<file path="config.mk">
export PLATFORM = sky130hd
export DESIGN_NAME = reset_sequencer
export DESIGN_NICKNAME = d
export VERILOG_FILES = /design/src/rtl/reset_sequencer.sv
export SDC_FILE = /design/constraint.sdc
export NUM_CORES = 1
export LEC_CHECK = 0
export BUFFER_PORTS_ARGS = -buffer_cell sky130_fd_sc_hd__buf_2
export CORE_MARGIN = 5
export CORE_UTILIZATION = 25
export DETAILED_ROUTE_END_ITERATION = 8
export GPL_ROUTABILITY_DRIVEN = 0
export PLACE_DENSITY_LB_ADDON = 0.15
export SETUP_SLACK_MARGIN = 0.3
export SLEW_MARGIN = 30
export SYNTH_ARGS = -nofsm -noshare
export SYNTH_HDL_FRONTEND = slang
export SYNTH_SLANG_ARGS = --single-unit
</file>
<file path="constraint.sdc">
create_clock -name clk1 -period 4 [get_ports clk1]
set_input_delay 0 -clock clk1 [delete_from_list [all_inputs] [get_ports clk1]]
set_output_delay 0 -clock clk1 [all_outputs]
set_load 0.01 [all_outputs]
</file>
<file path="src/rtl/reset_sequencer.sv">
// Boot reset sequencer: strobes the PC write during reset hold, settles, optionally halts, then issues go_fetch.
// Latency: all outputs registered; go_fetch is high SETTLE_CYCLES edges after the hold-release edge.
// Backpressure: none; hold re-assertion pre-empts every other transition.
module reset_sequencer #(
    parameter int SETTLE_CYCLES = 4,
    parameter int CNT_WIDTH     = 3
) (
    input  logic       clk1,
    input  logic       nreset,
    input  logic       nrsthold,
    input  logic       fphalt,
    input  logic       fpstart,
    output logic       nwpc,
    output logic       nirst,
    output logic       go_fetch,
    output logic       running,
    output logic       vecfail,
    output logic [2:0] state
);

    typedef enum logic [2:0] {
        ST_RST    = 3'd0,
        ST_HOLD   = 3'd1,
        ST_SETTLE = 3'd2,
        ST_HALT   = 3'd3,
        ST_FETCH  = 3'd4,
        ST_RUN    = 3'd5
    } state_t;

    localparam logic [CNT_WIDTH-1:0] LP_CNT_LAST = CNT_WIDTH'(SETTLE_CYCLES - 1);

    state_t               r_state;
    state_t               w_state_nxt;
    logic [CNT_WIDTH-1:0] r_cnt;
    logic [CNT_WIDTH-1:0] w_cnt_nxt;
    logic                 r_vec_wr;
    logic                 w_vec_wr_nxt;
    logic                 r_vecfail;
    logic                 w_vecfail_nxt;
    logic                 w_pc_wr;

    logic                 r_fph_s1;
    logic                 r_fph_s2;
    logic                 r_fps_s1;
    logic                 r_fps_s2;
    logic                 r_fps_s3;
    logic                 w_start_edge;

    logic                 r_nwpc;
    logic                 r_nirst;
    logic                 r_go_fetch;
    logic                 r_running;

    // Front-panel inputs are asynchronous: two-flop synchronisers, plus a third flop on start for edge detection.
    always_ff @(posedge clk1 or negedge nreset) begin
        if (!nreset) begin
            r_fph_s1 <= 1'b0;
            r_fph_s2 <= 1'b0;
            r_fps_s1 <= 1'b0;
            r_fps_s2 <= 1'b0;
            r_fps_s3 <= 1'b0;
        end else begin
            r_fph_s1 <= fphalt;
            r_fph_s2 <= r_fph_s1;
            r_fps_s1 <= fpstart;
            r_fps_s2 <= r_fps_s1;
            r_fps_s3 <= r_fps_s2;
        end
    end

    assign w_start_edge = r_fps_s2 & ~r_fps_s3;

    always_comb begin
        w_state_nxt   = r_state;
        w_cnt_nxt     = r_cnt;
        w_vec_wr_nxt  = r_vec_wr;
        w_vecfail_nxt = r_vecfail;
        w_pc_wr       = 1'b0;

        case (r_state)
            ST_RST: begin
                w_state_nxt = ST_HOLD;
            end
            ST_HOLD: begin
                if (!nrsthold) begin
                    w_pc_wr      = 1'b1;
                    w_vec_wr_nxt = 1'b1;
                end else begin
                    w_state_nxt = ST_SETTLE;
                    w_cnt_nxt   = '0;
                    if (!r_vec_wr) begin
                        w_vecfail_nxt = 1'b1;
                    end
                end
            end
            ST_SETTLE: begin
                if (nrsthold) begin
                    if (r_cnt == LP_CNT_LAST) begin
                        w_state_nxt = (r_vecfail || r_fph_s2) ? ST_HALT : ST_FETCH;
                    end else begin
                        w_cnt_nxt = r_cnt + 1'b1;
                    end
                end
            end
            ST_HALT: begin
                if (nrsthold && w_start_edge && !r_vecfail) begin
                    w_state_nxt = ST_FETCH;
                end
            end
            ST_FETCH: begin
                w_state_nxt = ST_RUN;
            end
            ST_RUN: begin
                w_state_nxt = ST_RUN;
            end
            default: begin
                w_state_nxt = ST_RST;
            end
        endcase

        // Re-assertion wins over every other transition; the flag restarts and this cycle's PC write sets it.
        if (!nrsthold && (r_state == ST_SETTLE || r_state == ST_HALT ||
                          r_state == ST_FETCH  || r_state == ST_RUN)) begin
            w_state_nxt  = ST_HOLD;
            w_pc_wr      = 1'b1;
            w_vec_wr_nxt = 1'b1;
        end
    end

    always_ff @(posedge clk1 or negedge nreset) begin
        if (!nreset) begin
            r_state    <= ST_RST;
            r_cnt      <= '0;
            r_vec_wr   <= 1'b0;
            r_vecfail  <= 1'b0;
            r_nwpc     <= 1'b1;
            r_nirst    <= 1'b0;
            r_go_fetch <= 1'b0;
            r_running  <= 1'b0;
        end else begin
            r_state    <= w_state_nxt;
            r_cnt      <= w_cnt_nxt;
            r_vec_wr   <= w_vec_wr_nxt;
            r_vecfail  <= w_vecfail_nxt;
            r_nwpc     <= ~w_pc_wr;
            r_nirst    <= (w_state_nxt == ST_FETCH) || (w_state_nxt == ST_RUN);
            r_go_fetch <= (w_state_nxt == ST_FETCH);
            r_running  <= (w_state_nxt == ST_RUN);
        end
    end

    assign nwpc     = r_nwpc;
    assign nirst    = r_nirst;
    assign go_fetch = r_go_fetch;
    assign running  = r_running;
    assign vecfail  = r_vecfail;
    assign state    = r_state;

endmodule

</file>
==> tab_implementation.tex, run 1 <==
\begin{tabular}{lr}
\hline
Metric & Value \\
\hline
\multicolumn{2}{l}{\textbf{Power and ir drop}} \\
\quad Internal Pwr Total & 0.000311 W \\
\quad Power share of the combinational group & 34.4\% \\
\quad Largest vdd supply drop & 0.264 mV \\
\quad Pwr Density & 506 nW/µm² \\
\quad Relative contribution of the clock network to total power & 18.7\% \\
\quad Net switching power figure & 0.000164 W \\
\quad Seq pwr share & 46.9\% \\
\quad Leakage dissipation & 0.446 nW \\
\quad Switching part of the total & 34.5\% \\
\multicolumn{2}{l}{\textbf{Timing}} \\
\quad Rel. slew slack & 63.4\% \\
\quad Final setup violating endpoints & 0 \\
\quad Highest Clock Rate & 545 MHz \\
\quad Clock skew after layout & 0.00366 ns \\
\quad Minimum period implied by the final worst setup slack & 1.84 ns \\
\quad Final total negative setup slack & 0 ns \\
\quad Final worst path period share & 45.9\% \\
\quad Slew at the pin with the worst max-slew slack & 0.544 ns \\
\quad Unrepaired setup endpoints after global routing & false \\
\quad Number of max-slew violations in the final report & 0 \\
\quad Number of endpoints with negative hold slack in the final report & 0 \\
\multicolumn{2}{l}{\textbf{Critical path}} \\
\quad Critical Path Sink & r\_cnt[0]\$\_DFFE\_PN0P\_ \\
\quad Reg2Reg Setup Slack & 2.16 ns \\
\quad Crit path launch type & register \\
\quad Max Fanout on Critical Path & 3 \\
\quad End of the worst register-to-register path & r\_cnt[0]\$\_DFFE\_PN0P\_ \\
\quad Origin of the worst setup path & r\_cnt[0]\$\_DFFE\_PN0P\_ \\
\quad Critical path capture point type & register \\
\quad Required time of the critical path & 4.17 ns \\
\quad Critical-path top delay cell & dfrtp\_1 \\
\quad Endpoint arrival time on the critical path & 2.01 ns \\
\quad Most common cell on crit path & ha\_1 \\
\quad R2r startpoint & r\_cnt[0]\$\_DFFE\_PN0P\_ \\
\quad Slowest cell delay on critical path & 0.41 ns \\
\quad Crit path kind & register to register \\
\quad Crit-path cells & ha\_1 > ha\_1 > or3b\_1 > o21ai\_0 > nand3b\_2 > mux2\_1 \\
\quad Cell count of the worst reg-to-reg path & 6 \\
\multicolumn{2}{l}{\textbf{Die}} \\
\quad Number of primary I/O pins & 13 \\
\quad Height of the chip & 65.8 µm \\
\quad DIE AREA & 4330 µm² \\
\quad Site row count & 20 \\
\quad Area of the core & 3030 µm² \\
\quad Die width & 65.8 µm \\
\quad Initial core utilization & 25.7\% \\
\multicolumn{2}{l}{\textbf{Global route}} \\
\quad Layer with the highest usage after global routing & met2 \\
\quad First-pass GRT wire length & 2.52 mm \\
\quad Met2 usage in global routing & 11.4\% \\
\quad Maximum number of pins on one net before global-route repair & 18 \\
\quad Number of antenna violations at the first check in global routing & 0 \\
\quad Overflow after GRT & 0 \\
\quad Met1 routing resource usage after global routing & 10.3\% \\
\quad Met3 track utilization from global routing & 1.70\% \\
\quad Total Routing Usage GR & 7.64\% \\
\quad Via count of the first global-routing pass & 566 \\
\multicolumn{2}{l}{\textbf{Detailed routing}} \\
\quad WL final & 1.40 mm \\
\quad Routed wire length per instance & 11.1 µm \\
\quad Drc violations & 0 \\
\quad First-pass detailed-route iteration total & 4 \\
\quad Total via count after detailed routing & 541 \\
\quad Count of antenna-violating nets left after detailed routing & 0 \\
\quad First-iteration detailed-routing DRC count & 13 \\
\quad Vias per inst & 4.29 \\
\multicolumn{2}{l}{\textbf{Worst hold path}} \\
\quad Worst min path class & input port to register \\
\multicolumn{2}{l}{\textbf{Cells and area}} \\
\quad Ant diodes & 0 \\
\quad Layout cell share with drive strength beyond 1 & 24.4\% \\
\quad Most common library cell in the layout ignoring fill and taps & dfrtp\_1 \\
\quad Top library cells by usage in the layout, fill and taps aside & 16 x dfrtp\_1, 12 x buf\_2, 9 x nor2\_1, 6 x inv\_1, 4 x ha\_1 \\
\quad Fin nets & 92 \\
\quad Area overhead of the layout relative to synthesis & 20.6\% \\
\quad Fill cells & 316 \\
\quad Final Cell Area & 938 µm² \\
\multicolumn{2}{l}{\textbf{Synthesis}} \\
\quad Async set-or-reset flop fraction in the synthesized netlist & 100\% \\
\quad Synthesized instance count & 64 \\
\quad Net Count, Synth & 73 \\
\quad Netlist Area Pre-Place & 778 µm² \\
\quad Seq/Total Area, Yosys & 54.8\% \\
\quad Flops \& latches, synth & 17 \\
\quad Most used DFF post-synth & dfrtp\_1 \\
\quad Post-synth EDFFs & 0 \\
\quad Synth unique cells & 28 \\
\quad Post-Synthesis Mean Instance Area & 12.2 µm² \\
\quad Number of warnings printed during yosys synthesis & 0 \\
\multicolumn{2}{l}{\textbf{CTS}} \\
\quad CTS Root Cell & clkbuf\_4 \\
\quad Setup Fix Bufs, Post-CTS & 0 \\
\quad TritonCTS Buffers & 3 \\
\quad H-tree levels & 1 \\
\quad Longest Clk Path Bufs & 2 \\
\quad Clock sink total & 17 \\
\quad Worst-skew pair later-pin latency & 0.28 ns \\
\quad Reg clk slew, reported paths & 0.09 ns \\
\quad TritonCTS clock tree & yes \\
\multicolumn{2}{l}{\textbf{Outcome}} \\
\quad Status & completed \\
\multicolumn{2}{l}{\textbf{Placed design}} \\
\quad Total half-perimeter wirelength after legalization and detailed placement & 1.05 mm \\
\quad Standard cell area after detailed placement & 882 µm² \\
\quad IO buf count & 12 \\
\multicolumn{2}{l}{\textbf{Run}} \\
\quad Max-cap violations & 0 \\
\hline
\end{tabular}
-- flip-flops by register name, summed over array words and instances (netlist names) --
name,cells
go_fetch,1
nirst,1
nwpc,1
r_cnt,3
r_fph_s1,1
r_fph_s2,1
r_fps_s1,1
r_fps_s2,1
r_fps_s3,1
r_vec_wr,1
running,1
state,3
vecfail,1
-- worst max-delay path: cells and delay by family (launching register included) --
| family | cells | cell delay [ns] |
|---|---|---|
| fa+ha+maj | 2 | 0.41 |
| simple gates | 2 | 0.48 |
| flops | 1 | 0.41 |
| compound gates | 1 | 0.10 |
| mux | 1 | 0.32 |
-- routing by layer --
metal	up-vias	routed length (µm)	part of all wire (%)
met5	-	0	0
met4	0	12	0.86
met3	2	76	5.4
met2	13	647	46
met1	262	660	47
li1	264	-	-
-- logic make-up after synthesis --
group | share of synthesized area [%]
flops | 54.8
compound gates | 11.3
mux | 4.18
fa+ha+maj | 6.43
simple gates | 19.0
buf+inv | 4.34
-- cell usage after synthesis (all sizes together) (2+ instances only) --
library cell / instances / area share (%)
a2111oi: 2 / 4.7
ha: 4 / 6.4
nand2: 3 / 1.4
inv: 6 / 2.9
nor2: 9 / 4.3
or3b: 2 / 2.3
a21o: 2 / 2.1
mux2: 2 / 2.9
nor3: 2 / 1.3
dfrtp: 16 / 51
-- stage by stage --
stage / util, % / hold WS [ns] / instances / total power (W) / worst slack, ns
6_report: 31.0 / 0.0529 / 126 / 0.000475 / 2.16
5_1_grt: 31.0 / 0.0623 / 126 / 0.000510 / 2.04
3_3_place_gp: 29.1 / -0.0578 / 119 / 0.000391 / 2.19
2_1_floorplan: - / -0.296 / 64 / 0.000344 / 2.26
4_1_cts: 31.0 / 0.0364 / 126 / 0.000483 / 2.14
3_5_place_dp: 29.1 / -0.0497 / 119 / 0.000387 / 2.16
-- power by group through the flow --
| stage | clock [W] | sequential [W] | combinational [W] |
|---|---|---|---|
| 3_5_place_dp | 0 | 0.000225 | 0.000162 |
| 4_1_cts | 0.0000945 | 0.000223 | 0.000166 |
| 6_report | 0.0000888 | 0.000223 | 0.000163 |
| 5_1_grt | 0.000100 | 0.000226 | 0.000184 |
| 2_1_floorplan | 0 | 0.000227 | 0.000118 |
| 3_3_place_gp | 0 | 0.000228 | 0.000164 |
-- worst min path at each step --
stage	start	to	depth (start not counted)
final	nrsthold	state[0]$_DFF_PN0_	2
after global routing	nrsthold	state[0]$_DFF_PN0_	2
after CTS	nrsthold	state[0]$_DFF_PN0_	2
after detailed placement	nreset	nirst$_DFF_PN0_	1
after global placement	nreset	state[2]$_DFF_PN0_	1
after floorplan	nreset	go_fetch$_DFF_PN0_	0
-- cell type report --
class	count	area (µm²)	share of cell area, %
clock buffers	4	26.3	2.80
well taps	44	55.1	5.87
flip-flops and latches	17	427	45.5
inverters	6	22.5	2.40
multi-input cells	40	318	33.9
repair buffers	15	90.1	9.60
-- what timing repair did --
item,in CTS,in global routing
hold endpoints to repair,19,0
resized for setup,0,0
hold buffers,3,0
No activity file was read; power rests on OpenSTA's default activity.
==> run 2: changes to the inputs <==
- clock period: 4 -> 1.8 ns (I/O delays scaled with it)
==> tab_implementation.tex, run 2 (synthesis results as in run 1) <==
\begin{tabular}{lr}
\hline
Metric & Value \\
\hline
\multicolumn{2}{l}{\textbf{Critical path}} \\
\quad Critical-path top delay cell & dfrtp\_1 \\
\quad Slowest cell delay on critical path & 0.40 ns \\
\quad Cell count of the worst reg-to-reg path & 6 \\
\quad Family with the most delay on the worst path & simple AND/OR/NAND/NOR gates \\
\quad Reg2Reg Setup Slack & 0.08 ns \\
\quad Buffering stage count on the worst path with inverters included & 0 \\
\quad End of the worst register-to-register path & r\_cnt[0]\$\_DFFE\_PN0P\_ \\
\quad R2r startpoint & r\_cnt[0]\$\_DFFE\_PN0P\_ \\
\quad Endpoint arrival time on the critical path & 1.91 ns \\
\quad Max Fanout on Critical Path & 3 \\
\quad Crit path launch type & register \\
\quad Required time of the critical path & 1.99 ns \\
\quad Critical path capture point type & register \\
\quad Crit path kind & register to register \\
\quad Crit-path cells & ha\_2 > ha\_4 > or3b\_4 > o21ai\_2 > nand3b\_4 > mux2\_4 \\
\multicolumn{2}{l}{\textbf{Power and ir drop}} \\
\quad Leakage dissipation & 0.497 nW \\
\quad Largest vdd supply drop & 0.415 mV \\
\quad Pwr Density & 1120 nW/µm² \\
\multicolumn{2}{l}{\textbf{Timing}} \\
\quad Min Hold Slack & 0.0553 ns \\
\quad Final worst path period share & 95.4\% \\
\quad Final total negative setup slack & 0 ns \\
\quad Post-layout worst setup margin & 0.0823 ns \\
\quad Slew at the pin with the worst max-slew slack & 0.524 ns \\
\quad Unrepaired setup endpoints after global routing & true \\
\quad Highest Clock Rate & 582 MHz \\
\quad Final setup violating endpoints & 0 \\
\quad Number of max-slew violations in the final report & 0 \\
\quad Minimum period implied by the final worst setup slack & 1.72 ns \\
\quad Clock skew after layout & 0.00270 ns \\
\quad Number of endpoints with negative hold slack in the final report & 0 \\
\quad Rel. slew slack & 64.6\% \\
\multicolumn{2}{l}{\textbf{Die}} \\
\quad Initial core utilization & 25.7\% \\
\quad DIE AREA & 4330 µm² \\
\quad Height of the chip & 65.8 µm \\
\quad Number of primary I/O pins & 13 \\
\quad Site row count & 20 \\
\quad Die width & 65.8 µm \\
\quad Area of the core & 3030 µm² \\
\multicolumn{2}{l}{\textbf{Detailed routing}} \\
\quad Routed wire length per instance & 12.1 µm \\
\quad WL final & 1.60 mm \\
\quad Drc violations & 0 \\
\quad First-pass detailed-route iteration total & 3 \\
\quad First-iteration detailed-routing DRC count & 12 \\
\quad Vias per inst & 4.15 \\
\quad Total via count after detailed routing & 548 \\
\quad Count of antenna-violating nets left after detailed routing & 0 \\
\multicolumn{2}{l}{\textbf{CTS}} \\
\quad Longest Clk Path Bufs & 2 \\
\quad CTS Root Cell & clkbuf\_4 \\
\quad TritonCTS Buffers & 3 \\
\quad H-tree levels & 1 \\
\quad Clock sink total & 17 \\
\quad Reg clk slew, reported paths & 0.10 ns \\
\quad TritonCTS clock tree & yes \\
\quad Worst-skew pair later-pin latency & 0.29 ns \\
\multicolumn{2}{l}{\textbf{Placed design}} \\
\quad Total half-perimeter wirelength after legalization and detailed placement & 1.13 mm \\
\quad Worst Setup Slack post-DPL & 0.0407 ns \\
\quad IO buf count & 12 \\
\multicolumn{2}{l}{\textbf{Worst hold path}} \\
\quad Hold worst-path end & state[0]\$\_DFF\_PN0\_ \\
\quad Worst min path class & input port to register \\
\quad Hold path cells & 2 \\
\quad Startpoint of the lowest-slack hold path & nrsthold \\
\multicolumn{2}{l}{\textbf{Global route}} \\
\quad Total Routing Usage GR & 8.64\% \\
\quad Via count of the first global-routing pass & 611 \\
\quad Maximum number of pins on one net before global-route repair & 18 \\
\quad First-pass GRT wire length & 2.83 mm \\
\quad Overflow after GRT & 0 \\
\quad Number of antenna violations at the first check in global routing & 0 \\
\multicolumn{2}{l}{\textbf{Cells and area}} \\
\quad Most common library cell in the layout ignoring fill and taps & dfrtp\_1 \\
\quad Top library cells by usage in the layout, fill and taps aside & 15 x dfrtp\_1, 12 x buf\_2, 8 x nor2\_1, 6 x inv\_1, 6 x buf\_4 \\
\quad Layout cell share with drive strength beyond 1 & 43.2\% \\
\quad Area overhead of the layout relative to synthesis & 35.4\% \\
\quad Ant diodes & 0 \\
\quad Fin nets & 98 \\
\multicolumn{2}{l}{\textbf{Outcome}} \\
\quad Status & completed \\
\multicolumn{2}{l}{\textbf{Run}} \\
\quad Max-cap violations & 0 \\
\hline
\end{tabular}
[run 2: worst max path at each step]
| stage | startpoint | endpoint | slack (ns) | cells past startpoint |
|---|---|---|---|---|
| floorplan | r_cnt[0]$_DFFE_PN0P_ | r_cnt[0]$_DFFE_PN0P_ | 0.11 | 6 |
| global placement | r_cnt[0]$_DFFE_PN0P_ | r_cnt[0]$_DFFE_PN0P_ | 0.07 | 6 |
| detailed placement | r_cnt[0]$_DFFE_PN0P_ | r_cnt[0]$_DFFE_PN0P_ | 0.04 | 6 |
| CTS | r_cnt[0]$_DFFE_PN0P_ | r_cnt[0]$_DFFE_PN0P_ | 0.06 | 6 |
| global route | r_cnt[0]$_DFFE_PN0P_ | r_cnt[0]$_DFFE_PN0P_ | 0.03 | 6 |
| finish | r_cnt[0]$_DFFE_PN0P_ | r_cnt[0]$_DFFE_PN0P_ | 0.08 | 6 |
[run 2: through the flow]
stage	std cells	instance area, µm²	utilization, %	total power, W
floorplan	64	808	-	0.000803
global placement	121	927	30.6	0.000925
detailed placement	121	927	30.6	0.000925
CTS	131	1030	34.1	0.00117
global route	132	1050	34.8	0.00126
finish	132	1050	34.8	0.00118
[run 2: where the power goes]
| group | internal (W) | switching [W] | leakage (nW) |
|---|---|---|---|
| Sequential | 0.000438 | 0.0000662 | 0.205 |
| Clock | 0.0000827 | 0.000127 | 0.0177 |
| Combinational | 0.000235 | 0.000229 | 0.274 |
| Total | 0.000756 | 0.000423 | 0.497 |
[run 2: cell type report]
class / count / area, µm²
Inverter: 6 / 22.5
Tap cell: 44 / 55.1
Timing Repair Buffer: 21 / 135
Clock buffer: 3 / 22.5
Fill cell: 307 / 1970
Sequential cell: 17 / 428
Clock inverter: 1 / 5.00
Multi-Input combinational cell: 40 / 385
[run 2: timing repair]
| action | 4_1_cts | 5_1_grt |
|---|---|---|
| buffers inserted | 3 | 1 |
| hold buffers | 3 | 0 |
| cloned | 0 | 0 |
| resized for setup | 4 | 4 |
| setup endpoints to repair | 9 | 9 |
| hold endpoints to repair | 19 | 0 |
| pin swaps | 1 | 1 |
[run 2: routing by layer]
metal / up-vias / routed length (µm) / track usage, %
met5: - / 0 / 0
met4: 0 / 25 / 3.89
met3: 4 / 63 / 2.38
met2: 9 / 798 / 14.0
met1: 260 / 714 / 10.6
li1: 275 / - / -
==> run 3: changes to the inputs <==
- CORE_MARGIN: 5 -> default
- GPL_TIMING_DRIVEN: default -> 0
- RECOVER_POWER: default -> 100
==> tab_implementation.tex, run 3 (synthesis results as in run 1) <==
\begin{tabular}{lr}
\hline
Metric & Value \\
\hline
\multicolumn{2}{l}{\textbf{Detailed routing}} \\
\quad First-iteration detailed-routing DRC count & 8 \\
\quad WL final & 1.67 mm \\
\quad Total via count after detailed routing & 571 \\
\quad Vias per inst & 4.92 \\
\quad Routed wire length per instance & 14.4 µm \\
\quad First-pass detailed-route iteration total & 6 \\
\quad Count of antenna-violating nets left after detailed routing & 0 \\
\quad Drc violations & 1 \\
\multicolumn{2}{l}{\textbf{CTS}} \\
\quad CTS Root Cell & clkbuf\_4 \\
\quad TritonCTS clock tree & yes \\
\quad Clock sink total & 17 \\
\quad TritonCTS Buffers & 3 \\
\quad Reg clk slew, reported paths & 0.10 ns \\
\quad Worst-skew pair later-pin latency & 0.29 ns \\
\quad Longest Clk Path Bufs & 2 \\
\quad H-tree levels & 1 \\
\multicolumn{2}{l}{\textbf{Global route}} \\
\quad Overflow after GRT & 0 \\
\quad First-pass GRT wire length & 2.74 mm \\
\quad Number of antenna violations at the first check in global routing & 0 \\
\quad Via count of the first global-routing pass & 570 \\
\quad Total Routing Usage GR & 11.3\% \\
\quad Maximum number of pins on one net before global-route repair & 18 \\
\multicolumn{2}{l}{\textbf{Critical path}} \\
\quad Endpoint arrival time on the critical path & 1.94 ns \\
\quad Crit path kind & register to register \\
\quad Critical path capture point type & register \\
\quad Max Fanout on Critical Path & 3 \\
\quad End of the worst register-to-register path & r\_cnt[0]\$\_DFFE\_PN0P\_ \\
\quad Cell count of the worst reg-to-reg path & 6 \\
\quad R2r startpoint & r\_cnt[0]\$\_DFFE\_PN0P\_ \\
\quad Crit path launch type & register \\
\quad Required time of the critical path & 1.99 ns \\
\quad Reg2Reg Setup Slack & 0.04 ns \\
\multicolumn{2}{l}{\textbf{Power and ir drop}} \\
\quad Switching part of the total & 36.2\% \\
\quad Power share of the combinational group & 40.1\% \\
\quad Pwr Density & 1170 nW/µm² \\
\quad Leakage dissipation & 0.461 nW \\
\quad Relative contribution of the clock network to total power & 17.4\% \\
\quad Net switching power figure & 0.000429 W \\
\quad Largest vdd supply drop & 0.428 mV \\
\quad Internal Pwr Total & 0.000757 W \\
\quad Seq pwr share & 42.5\% \\
\quad Overall power of the completed layout & 0.00119 W \\
\multicolumn{2}{l}{\textbf{Outcome}} \\
\quad Violations in the final reports & design-rule violations \\
\quad Status & finished, violations left \\
\multicolumn{2}{l}{\textbf{Worst hold path}} \\
\quad Hold path cells & 2 \\
\quad Startpoint of the lowest-slack hold path & fpstart \\
\quad Hold worst-path end & r\_fps\_s1\$\_DFF\_PN0\_ \\
\quad Worst min path class & input port to register \\
\multicolumn{2}{l}{\textbf{Die}} \\
\quad Height of the chip & 57.8 µm \\
\quad Number of primary I/O pins & 13 \\
\quad Site row count & 19 \\
\quad Area of the core & 2850 µm² \\
\quad Initial core utilization & 27.3\% \\
\quad DIE AREA & 3340 µm² \\
\quad Die width & 57.8 µm \\
\multicolumn{2}{l}{\textbf{Timing}} \\
\quad Minimum period implied by the final worst setup slack & 1.76 ns \\
\quad Unrepaired setup endpoints after global routing & true \\
\quad Clock skew after layout & 0.000808 ns \\
\quad Highest Clock Rate & 569 MHz \\
\quad Final setup violating endpoints & 0 \\
\quad Final worst path period share & 97.6\% \\
\quad Rel. slew slack & 38.5\% \\
\quad Number of max-slew violations in the final report & 0 \\
\quad Slew at the pin with the worst max-slew slack & 0.922 ns \\
\quad Number of endpoints with negative hold slack in the final report & 0 \\
\quad Final total negative setup slack & 0 ns \\
\quad Min Hold Slack & 0.345 ns \\
\multicolumn{2}{l}{\textbf{Cells and area}} \\
\quad Area taken by flip-flops and latches & 429 µm² \\
\quad Ant diodes & 0 \\
\quad Fill cells & 295 \\
\quad Area overhead of the layout relative to synthesis & 30.9\% \\
\quad Most common library cell in the layout ignoring fill and taps & dfrtp\_1 \\
\quad Layout cell share with drive strength beyond 1 & 32.9\% \\
\quad Fin nets & 95 \\
\quad Top library cells by usage in the layout, fill and taps aside & 14 x dfrtp\_1, 8 x clkbuf\_1, 7 x nor2\_1, 6 x inv\_1 \\
\quad Total area of multi-input combinational cells & 389 µm² \\
\multicolumn{2}{l}{\textbf{Placed design}} \\
\quad Total half-perimeter wirelength after legalization and detailed placement & 1.12 mm \\
\quad IO buf count & 11 \\
\multicolumn{2}{l}{\textbf{Run}} \\
\quad Max-cap violations & 0 \\
\hline
\end{tabular}
-- run 3: power by group through the flow --
stage                     sequential [W]  clock, W  combinational [W]
after floorplan                 0.000507         0           0.000296
after global placement          0.000507         0           0.000400
after detailed placement        0.000510         0           0.000405
after CTS                       0.000507  0.000220           0.000452
after global routing            0.000515  0.000233           0.000519
final                           0.000504  0.000207           0.000475
-- run 3: through the flow --
step	area (µm²)	util (%)	instances	setup slack, ns
5_1_grt	1020	35.7	116	-0.00569
6_report	1020	35.7	116	0.0430
3_3_place_gp	902	31.6	106	0.0497
2_1_floorplan	808	-	64	0.108
4_1_cts	1010	35.4	115	0.0389
3_5_place_dp	902	31.6	106	0.0184
-- run 3: cell type report --
class,count,area share (%)
flip-flops and latches,17,42.1
multi-input cells,40,38.2
repair buffers,17,9.95
well taps,31,3.81
clock buffers,4,2.58
inverters,6,2.21
plain buffers,1,1.11
-- run 3: worst max-delay path by stage --
stage	startpoint	end	slack (ns)	cells after the start
2_1_floorplan	r_cnt[0]$_DFFE_PN0P_	r_cnt[0]$_DFFE_PN0P_	0.11	6
3_3_place_gp	r_cnt[0]$_DFFE_PN0P_	r_cnt[0]$_DFFE_PN0P_	0.05	6
3_5_place_dp	r_cnt[0]$_DFFE_PN0P_	r_cnt[0]$_DFFE_PN0P_	0.02	6
4_1_cts	r_cnt[0]$_DFFE_PN0P_	r_cnt[0]$_DFFE_PN0P_	0.04	6
5_1_grt	r_cnt[0]$_DFFE_PN0P_	r_cnt[0]$_DFFE_PN0P_	-0.006	6
6_report	r_cnt[0]$_DFFE_PN0P_	r_cnt[0]$_DFFE_PN0P_	0.04	6
-- run 3: critical path, cell delays in order (launching register included) --
cell and delay (ns):
dfrtp_1 0.41, ha_2 0.21, ha_4 0.16, or3b_1 0.36
o21ai_2 0.09, nand3b_4 0.12, mux2_4 0.31
-- run 3: metal layers --
layer	wire length, µm	up-vias	GRT usage [%]
li1	-	271	-
met1	738	274	15.1
met2	794	21	16.6
met3	86	5	2.01
met4	46	0	7.82
met5	0	-	0
-- run 3: repair_timing --
action / CTS / global route
hold buffers: 4 / 0
setup endpoints to repair: 9 / 9
setup buffers: 1 / 1
resized for setup: 8 / 2
pin swaps: 4 / 3
endpoints found under the hold margin: 21 / 0
